$ cat src/rtl/pc_control_unit.sv
// Program-counter and control unit for a small 8-opcode CPU.
// Decodes the current instruction into ALU/register-file control signals
// and sequences the program counter through a two-state RUN/HALT FSM.
// A halt is left only through the asynchronous reset.
module pc_control_unit #(
  parameter logic [31:0] PC_RESET = 32'h0000_0000
) (
  input  logic        CLK,
  input  logic        RESET,
  input  logic [31:0] INSTRUCTION,
  input  logic        ZERO,
  output logic [31:0] PC,
  output logic [2:0]  ALUOP,
  output logic        WRITEENABLE,
  output logic        IMMSELECT,
  output logic        NEGSELECT,
  output logic [2:0]  INADDRESS,
  output logic [2:0]  OUT1ADDRESS,
  output logic [2:0]  OUT2ADDRESS,
  output logic [7:0]  IMMEDIATE,
  output logic        HALTED
);

  localparam logic [7:0] OP_LOADI = 8'h00;
  localparam logic [7:0] OP_MOV   = 8'h01;
  localparam logic [7:0] OP_ADD   = 8'h02;
  localparam logic [7:0] OP_SUB   = 8'h03;
  localparam logic [7:0] OP_AND   = 8'h04;
  localparam logic [7:0] OP_OR    = 8'h05;
  localparam logic [7:0] OP_J     = 8'h06;
  localparam logic [7:0] OP_BEQ   = 8'h07;
  localparam logic [7:0] OP_HALT  = 8'hFF;

  localparam logic [2:0] ALU_FWD = 3'b000;
  localparam logic [2:0] ALU_ADD = 3'b001;
  localparam logic [2:0] ALU_AND = 3'b010;
  localparam logic [2:0] ALU_OR  = 3'b011;

  // FSM encoding; HALTED is the observable view of this state.
  localparam logic [0:0] ST_RUN  = 1'b0;
  localparam logic [0:0] ST_HALT = 1'b1;

  logic [0:0]  state;
  logic [7:0]  op;
  logic [7:0]  offset;
  logic        we_dec;
  logic [31:0] pc_plus4;
  logic [31:0] branch_off;
  logic [31:0] branch_target;
  logic        take_branch;

  assign op     = INSTRUCTION[31:24];
  assign offset = INSTRUCTION[23:16];

  // Register-address fields are 3 bits wide; the upper source bits are
  // reserved in this ISA and intentionally ignored.
  logic unused_src1_hi;
  assign unused_src1_hi = ^INSTRUCTION[15:11];

  assign INADDRESS   = INSTRUCTION[18:16];
  assign OUT1ADDRESS = INSTRUCTION[10:8];
  assign OUT2ADDRESS = INSTRUCTION[2:0];
  assign IMMEDIATE   = INSTRUCTION[7:0];

  assign HALTED = (state == ST_HALT);

  // Opcode decode; unknown opcodes fall through to a NOP (no write, forward).
  always_comb begin
    ALUOP     = ALU_FWD;
    IMMSELECT = 1'b0;
    NEGSELECT = 1'b0;
    we_dec    = 1'b0;
    case (op)
      OP_LOADI: begin IMMSELECT = 1'b1; we_dec = 1'b1; end
      OP_MOV:   begin we_dec = 1'b1; end
      OP_ADD:   begin ALUOP = ALU_ADD; we_dec = 1'b1; end
      OP_SUB:   begin ALUOP = ALU_ADD; NEGSELECT = 1'b1; we_dec = 1'b1; end
      OP_AND:   begin ALUOP = ALU_AND; we_dec = 1'b1; end
      OP_OR:    begin ALUOP = ALU_OR;  we_dec = 1'b1; end
      OP_BEQ:   begin ALUOP = ALU_ADD; NEGSELECT = 1'b1; end
      default:  begin end
    endcase
  end

  // No register write may escape while reset is asserted or the core is halted.
  assign WRITEENABLE = we_dec & ~RESET & ~HALTED;

  // Next-PC arithmetic; both sums wrap modulo 2^32 by construction.
  assign pc_plus4      = PC + 32'd4;
  assign branch_off    = {{22{offset[7]}}, offset, 2'b00};
  assign branch_target = pc_plus4 + branch_off;
  assign take_branch   = (op == OP_J) || ((op == OP_BEQ) && ZERO);

  // PC and FSM update; reset wins over any edge and returns the core to RUN.
  always_ff @(posedge CLK or posedge RESET) begin
    if (RESET) begin
      PC    <= PC_RESET;
      state <= ST_RUN;
    end else if (state == ST_RUN) begin
      if (op == OP_HALT) begin
        state <= ST_HALT;
      end else begin
        PC <= take_branch ? branch_target : pc_plus4;
      end
    end
  end

endmodule

$ cat config.mk
export PLATFORM = sky130hd
export DESIGN_NAME = pc_control_unit
export DESIGN_NICKNAME = d
export VERILOG_FILES = /design/src/rtl/pc_control_unit.sv
export SDC_FILE = /design/constraint.sdc
export NUM_CORES = 1
export LEC_CHECK = 0
export CAP_MARGIN = 40
export CORE_MARGIN = 2
export CORE_UTILIZATION = 25
export DETAILED_ROUTE_END_ITERATION = 6
export GPL_TIMING_DRIVEN = 0
export SYNTH_ARGS = -nofsm -noshare
export SYNTH_HDL_FRONTEND = slang
export SYNTH_SLANG_ARGS = --single-unit
export TNS_END_PERCENT = 100
$ cat constraint.sdc
create_clock -name CLK -period 5 [get_ports CLK]
set_input_delay 1 -clock CLK [delete_from_list [all_inputs] [get_ports CLK]]
set_output_delay 1 -clock CLK [all_outputs]
set_load 0.02 [all_outputs]
==> metrics.md, run 1 <==
| Metric | Value |
|---|---|
| Tot GR Track Use | `0.151` |
| Final WS setup | `0.741 ns` |
| Synth cell types | `62` |
| Reg-to-reg critical path startpoint | `PC[4]$_DFFE_PP0P_` |
| Share of cells above drive strength 1 | `0.0959` |
| Clk_lat worst skew | `0.28 ns` |
| CTS sink cnt | `31` |
| Data arrival time of the critical path | `4.47 ns` |
| Area of the mapped netlist | `3990 um2` |
| Grt peak-use layer | `met2` |
| Met1 usage | `0.205` |
| Clock Skew | `0.00548 ns` |
| Initial Util | `0.254` |
| H-tree levels | `2` |
| Synth warn | `0` |
| CTS tree | `yes` |
| DRT Pass-1 Iters | `4` |
| Yosys reg bits | `31` |
| Post-CTS Hold Fix Bufs | `0` |
| IR drop worst, VDD | `0.221 mV` |
| Placed cell areas | `5020 um2` |
| Row cnt | `46` |
| Tot Pwr | `2.30 mW` |
| Unrepaired setup endpoints after global routing | `no` |
| Met2 Use GR | `0.243` |
| Hold path start | `PC[31]$_DFFE_PP0P_` |
| Die X | `130 um` |
| Post-CTS Resized | `0` |
| Max-slew violation count | `0` |
| First-pass GRT wire length | `20.3 mm` |
| Hold Worst Slack | `0.461 ns` |
| Hold path depth | `1` |
| Vias post-DR | `4045` |
| DP HPWL | `9.56 mm` |
| RR Endpoint | `PC[29]$_DFFE_PP0P_` |
| PD cells | `446 nW/um2` |
| FMAX | `235 MHz` |
| Total gr overflow | `0` |
| Vias in the first global route | `3880` |
| Core area | `15700 um2` |
| Number of port buffers | `71` |
| HP Class | `register to register` |
| R2R cell count | `16` |
| Min Tclk post-route | `4.26 ns` |
| Final wirelength | `12.5 mm` |
| Reg-to-reg slack, setup | `0.85 ns` |
| # placed instances | `813` |
| Nets | `677` |
| Antenna Cells | `0` |
| Largest net degree at the start of global routing | `19` |
| Vias per inst | `4.93` |
| Status | `finished clean` |
| Final hold vios | `0` |
| Num CTS Buffers | `5` |
| DRT iter0 DRCs | `285` |
| # Max-Cap Violations | `0` |
| Post-synth EDFFs | `0` |
| Leak | `2.11 nW` |
| Die area | `17000 um2` |
| Io pins | `91` |
| Setup repair bufs after CTS | `0` |
| Headroom to the max-slew limit | `0.519` |
| Utilization after layout | `0.328` |
| Non-Filler Instances | `821` |
| Crit end category | `register` |
| Post-Synthesis Cells | `522` |
| Post-synth ARST share | `1.00` |
| RD Place Congestion | `0.860` |
| Tcrit/Tclk final | `0.852` |
| Final setup fails | `0` |
| Startpoint Class | `primary input` |
| Pre-CTS setup slack | `0.506 ns` |
| Die height | `130 um` |
| CTS root buffer | `clkbuf_16` |
| Post-route cell area | `5160 um2` |
| Most used DFF post-synth | `dfrtp_1` |
| Mean Syn Cell Area | `7.63 um2` |
| Initial antenna violation count | `0` |
| CP required | `5.21 ns` |
| Worst hold endpoint | `PC[31]$_DFFE_PP0P_` |
| Layout area overhead | `29.4%` |
| Final ANT Viol Nets | `0` |
| CP Max Fanout | `18` |
| DRC | `0` |
| TNS Setup | `0 ns` |
| Avg WL per Cell | `15.3 um` |
| Clock Pin Slew Worst Setup and Hold Paths | `0.06 ns` |
| Met3 Usage GRT | `0.0365` |
| Crit Path Class | `primary input to register` |
| Seq/Total Area, Yosys | `0.195` |
| Worst slew pin tran | `0.721 ns` |
| Clk buf depth | `2` |
## critical path, stage by stage
cell and delay (ns):
clkdlybuf4s50_1 0.78, buf_8 0.35, ha_1 0.40, a21oi_2 0.22
nand2_1 0.08, a211oi_2 0.35, a21oi_2 0.16, o31a_1 0.40
o21a_1 0.23, o2111ai_1 0.19, o311ai_1 0.13, a21oi_1 0.16
## metal layers
metal  wire (um)  vias up
met1        5910     1884
met2        5600      116
met4         102        0
met5           0        -
met3         928       10
li1            -     2035
## kinds of logic (layout without fill, tap and decap cells)
kind of cell / after synthesis / after routing / share of synthesized area
flip-flops: 31 / 31 / 0.195
buffers and inverters: 49 / 130 / 0.0672
AND/OR/NAND/NOR: 206 / 206 / 0.273
XOR/XNOR: 46 / 46 / 0.101
other: 1 / 3 / 0.000941
multiplexers: 3 / 3 / 0.00754
adder cells (fa/ha/maj): 38 / 38 / 0.121
AO/OA/AOI/OAI: 148 / 148 / 0.234
## final cells by class
type	count	area (um2)
Clock inverter	3	15.0
Tap cell	216	270
Sequential cell	31	776
Buffer	37	223
Fill cell	1690	10600
Inverter	12	45.0
Multi-Input combinational cell	444	2950
Timing Repair Buffer	73	753
Clock buffer	5	125
## cell usage after synthesis (2+ instances only)
| cell type | count | share of area |
|---|---|---|
| nor3b_1 | 2 | 0.0038 |
| nand3_2 | 2 | 0.0050 |
| a211oi_2 | 2 | 0.0063 |
| a21o_1 | 10 | 0.019 |
| o21a_1 | 7 | 0.013 |
| a22oi_1 | 4 | 0.0075 |
| nor4b_1 | 3 | 0.0066 |
| mux2i_1 | 3 | 0.0075 |
| o21bai_1 | 2 | 0.0038 |
| xnor2_1 | 29 | 0.064 |
| and4_1 | 4 | 0.0088 |
| o22ai_1 | 4 | 0.0063 |
| dfrtp_1 | 31 | 0.19 |
| nor2_1 | 56 | 0.053 |
| nor3_1 | 12 | 0.015 |
| buf_2 | 4 | 0.0050 |
| nand4_1 | 8 | 0.013 |
| nor3_4 | 2 | 0.0082 |
| nor4_1 | 6 | 0.0094 |
| nand2_1 | 58 | 0.055 |
| inv_1 | 11 | 0.010 |
| nand4_4 | 3 | 0.016 |
| nand2b_1 | 2 | 0.0031 |
| a21oi_1 | 48 | 0.060 |
| o21ai_0 | 34 | 0.043 |
| a211oi_1 | 4 | 0.0075 |
| clkbuf_1 | 11 | 0.010 |
| nor4b_2 | 2 | 0.0075 |
| buf_4 | 21 | 0.040 |
| xor2_1 | 17 | 0.037 |
| a21oi_2 | 2 | 0.0044 |
| nor2b_1 | 2 | 0.0031 |
| ha_1 | 37 | 0.12 |
| a31oi_1 | 6 | 0.0094 |
| or3_1 | 5 | 0.0078 |
| a21boi_1 | 2 | 0.0038 |
| a21boi_0 | 3 | 0.0057 |
| nor2_4 | 2 | 0.0057 |
| a211o_1 | 3 | 0.0066 |
| o21ai_1 | 6 | 0.0075 |
| and2_1 | 2 | 0.0031 |
| nand3_1 | 23 | 0.029 |
| and3_1 | 8 | 0.013 |
## registers in the layout, indices dropped and copies added, names as in the netlist
signal	cells
HALTED	1
PC	30
## report_power, final
group          internal, mW  switching, mW  leakage, nW
clock                 0.182          0.124       0.0733
combinational         0.669          0.841         1.68
sequential            0.333          0.149        0.358
## layout by cell type (no fill, tap or decap), types with 10 or more instances in the layout
cell type / synthesis / routed
xor2_1: 17 / 17
ha_1: 37 / 37
inv_1: 11 / 11
clkbuf_1: 11 / 11
o21ai_0: 34 / 34
a21o_1: 10 / 10
clkdlybuf4s50_1: 0 / 71
a21oi_1: 48 / 48
dfrtp_1: 31 / 31
nand3_1: 23 / 23
nor3_1: 12 / 12
xnor2_1: 29 / 29
nor2_1: 56 / 56
buf_4: 21 / 21
nand2_1: 58 / 58
## worst max-delay path by stage
stage	cells past startpoint	start	end
floorplan	16	PC[4]$_DFFE_PP0P_	PC[29]$_DFFE_PP0P_
global placement	11	INSTRUCTION[23]	PC[28]$_DFFE_PP0P_
detailed placement	12	INSTRUCTION[23]	PC[28]$_DFFE_PP0P_
CTS	12	INSTRUCTION[23]	PC[28]$_DFFE_PP0P_
global route	12	INSTRUCTION[23]	PC[29]$_DFFE_PP0P_
finish	12	INSTRUCTION[23]	PC[29]$_DFFE_PP0P_
No activity file was read; power rests on OpenSTA's default activity.
==> inputs of run 2 (changes only) <==
CTS_BUF_LIST = sky130_fd_sc_hd__clkbuf_8   (was default)
CTS_CLUSTER_SIZE = 25   (was default)
==> run 2 against run 1 <==
Compared with the run above:
- worst setup slack gained 0.029 ns
- via count increased by 0.82%
- sequential power is essentially flat
- clock power fell by 31%
- clock skew grew 0.0066 ns
- count of clock-buffer cells in the layout is the same
- combinational power about the same
- sequential share of layout area grew 0.17 points
- wire length barely moved
- design area fell by 1.1%
- critical path type unchanged
- largest cell class unchanged
==> metrics.md, run 2 (synthesis gave the netlist of run 1 again) <==
| Metric | Value |
|---|---|
| Placed cell areas | `5020 um2 (unchanged)` |
| Initial Util | `0.254 (unchanged)` |
| Clk_lat worst skew | `0.30 ns (+0.02 ns)` |
| Tot Pwr | `2.20 mW (-4.1%)` |
| RD Place Congestion | `0.860 (unchanged)` |
| Die X | `130 um (unchanged)` |
| Largest net degree at the start of global routing | `19 (unchanged)` |
| Min Tclk post-route | `4.23 ns (-0.0287 ns)` |
| Slowest stage delay, CP | `0.78 ns (about the same)` |
| Vias post-DR | `4078 (+0.82%)` |
| Utilization after layout | `0.325 (-0.00358)` |
| CTS root buffer | `clkbuf_8` |
| DRT iter0 DRCs | `252 (-12%)` |
| Clock Skew | `0.0121 ns (+0.00660 ns)` |
| Worst slew pin tran | `0.721 ns (-0.000424 ns)` |
| Final wirelength | `12.5 mm (about the same)` |
| Final setup fails | `0 (unchanged)` |
| Reg-to-reg slack, setup | `0.87 ns (+0.02 ns)` |
| HP Class | `register to register` |
| Nets | `677 (unchanged)` |
| Headroom to the max-slew limit | `0.519 (about the same)` |
| Die height | `130 um (unchanged)` |
| R2R cell count | `16 (unchanged)` |
| IR drop worst, VDD | `0.220 mV (-0.62%)` |
| Largest Register | `PC` |
| DRT Pass-1 Iters | `4 (unchanged)` |
| Crit Path Class | `primary input to register` |
| Leak | `2.08 nW (-1.2%)` |
| # Max-Cap Violations | `0 (unchanged)` |
| Worst hold endpoint | `PC[31]$_DFFE_PP0P_` |
| Num CTS Buffers | `5 (unchanged)` |
| Row cnt | `46 (unchanged)` |
| Vias in the first global route | `3862 (-0.46%)` |
| Clk buf depth | `2 (unchanged)` |
| Initial antenna violation count | `0 (unchanged)` |
| Final ANT Viol Nets | `0 (unchanged)` |
| Hold path depth | `1 (unchanged)` |
| CP required | `5.19 ns (-0.02 ns)` |
| Io pins | `91 (unchanged)` |
| Layout area overhead | `28.0%` |
| Core area | `15700 um2 (unchanged)` |
| Post-CTS Resized | `0 (unchanged)` |
| Hold path start | `PC[31]$_DFFE_PP0P_` |
| Tot GR Track Use | `0.151 (about the same)` |
| FMAX | `236 MHz (+0.68%)` |
| Post-route cell area | `5100 um2 (-1.1%)` |
| Unrepaired setup endpoints after global routing | `no` |
| CTS tree | `yes` |
| H-tree levels | `2 (unchanged)` |
| First-pass GRT wire length | `20.2 mm (-0.10%)` |
| Reg-to-reg critical path startpoint | `PC[4]$_DFFE_PP0P_` |
| Commonest non-fill, non-tap cells in the layout | `71 x clkdlybuf4s50_1, 58 x nand2_1, 56 x nor2_1, 48 x a21oi_1, 37 x ha_1` |
| Share of cells above drive strength 1 | `0.0959 (unchanged)` |
| Crit end category | `register` |
| Vias per inst | `4.97 (+0.82%)` |
| Startpoint Class | `primary input` |
| Die area | `17000 um2 (unchanged)` |
| CTS sink cnt | `31 (unchanged)` |
| Most common cell after layout, fill and taps aside | `clkdlybuf4s50_1` |
| RR Endpoint | `PC[29]$_DFFE_PP0P_` |
| Data arrival time of the critical path | `4.42 ns (-0.05 ns)` |
| Avg WL per Cell | `15.3 um (about the same)` |
| PD cells | `432 nW/um2 (-3.1%)` |
| CP max stage cell | `clkdlybuf4s50_1` |
| Final hold vios | `0 (unchanged)` |
| Antenna Cells | `0 (unchanged)` |
| Tcrit/Tclk final | `0.846 (-0.00573)` |
| DRC | `0 (unchanged)` |
| Number of port buffers | `71 (unchanged)` |
| Clock Pin Slew Worst Setup and Hold Paths | `0.08 ns (+0.02 ns)` |
| Total gr overflow | `0 (unchanged)` |
| Setup repair bufs after CTS | `0 (unchanged)` |
| Max-slew violation count | `0 (unchanged)` |
| Largest register FFs | `30 (unchanged)` |
| DP HPWL | `9.56 mm (unchanged)` |
| CP Cell Sequence | `clkdlybuf4s50_1 > buf_8 > ha_1 > a2111oi_0 > inv_1 > o211ai_2 > a21oi_1 > o21ai_1 > a31oi_1 > a21boi_1 > mux2i_1 > a22o_1` |
| Post-CTS Hold Fix Bufs | `0 (unchanged)` |
| TNS Setup | `0 ns (unchanged)` |
| CP Max Fanout | `18 (unchanged)` |
| Status | `finished clean` |
-- run 2: changes by cell type in the layout (fill, tap and decap cells not counted) --
cell,change
clkbuf_8,+5
clkbuf_16,-5
-- run 2: per-stage QoR --
| step | std cells | setup WS (ns) | hold WS [ns] |
|---|---|---|---|
| finish | 821 | 0.770 | 0.464 |
| global route | 821 | 0.556 | 0.483 |
| CTS | 821 | 0.794 | 0.473 |
| detailed placement | 813 | 0.506 | 0.462 |
| global placement | 811 | 0.0405 | 0.460 |
| floorplan | 524 | 1.49 | 0.578 |
-- run 2: worst max-delay path by stage --
stage,slack (ns),endpoint,startpoint,depth (start not counted)
5_1_grt,0.56,PC[29]$_DFFE_PP0P_,INSTRUCTION[23],12
6_report,0.77,PC[28]$_DFFE_PP0P_,INSTRUCTION[23],12
4_1_cts,0.79,PC[28]$_DFFE_PP0P_,INSTRUCTION[23],12
3_3_place_gp,0.04,PC[28]$_DFFE_PP0P_,INSTRUCTION[23],11
3_5_place_dp,0.51,PC[28]$_DFFE_PP0P_,INSTRUCTION[23],12
2_1_floorplan,1.49,PC[29]$_DFFE_PP0P_,PC[4]$_DFFE_PP0P_,16
-- run 2: worst max-delay path: cells and delay by family --
kind / cells / cell delay (ns)
compound gates: 7 / 1.68
buf+inv: 3 / 1.23
fa+ha+maj: 1 / 0.38
mux: 1 / 0.11
-- run 2: cell type report --
cell class	count	area (um2)
fill	1697	10600
multi-input combinational	444	2950
sequential	31	776
timing repair buffer	73	753
tap	216	270
buffer	37	223
clock buffer	5	68.8
inverter	12	45.0
clock inverter	3	15.0
-- run 2: power breakdown --
group | switching, mW | internal, mW | total (mW) | leakage [nW]
Sequential | 0.149 | 0.333 | 0.481 | 0.358
Clock | 0.116 | 0.0955 | 0.211 | 0.0477
Combinational | 0.842 | 0.669 | 1.51 | 1.68
-- run 2: layer usage --
metal,global-route usage,share of wire,vias up,wire [um]
met3,0.0365,0.074,18,930
li1,-,-,2028,-
met1,0.205,0.47,1898,5850
met5,0,0,-,0
met4,0.0329,0.013,0,163
met2,0.242,0.45,134,5600
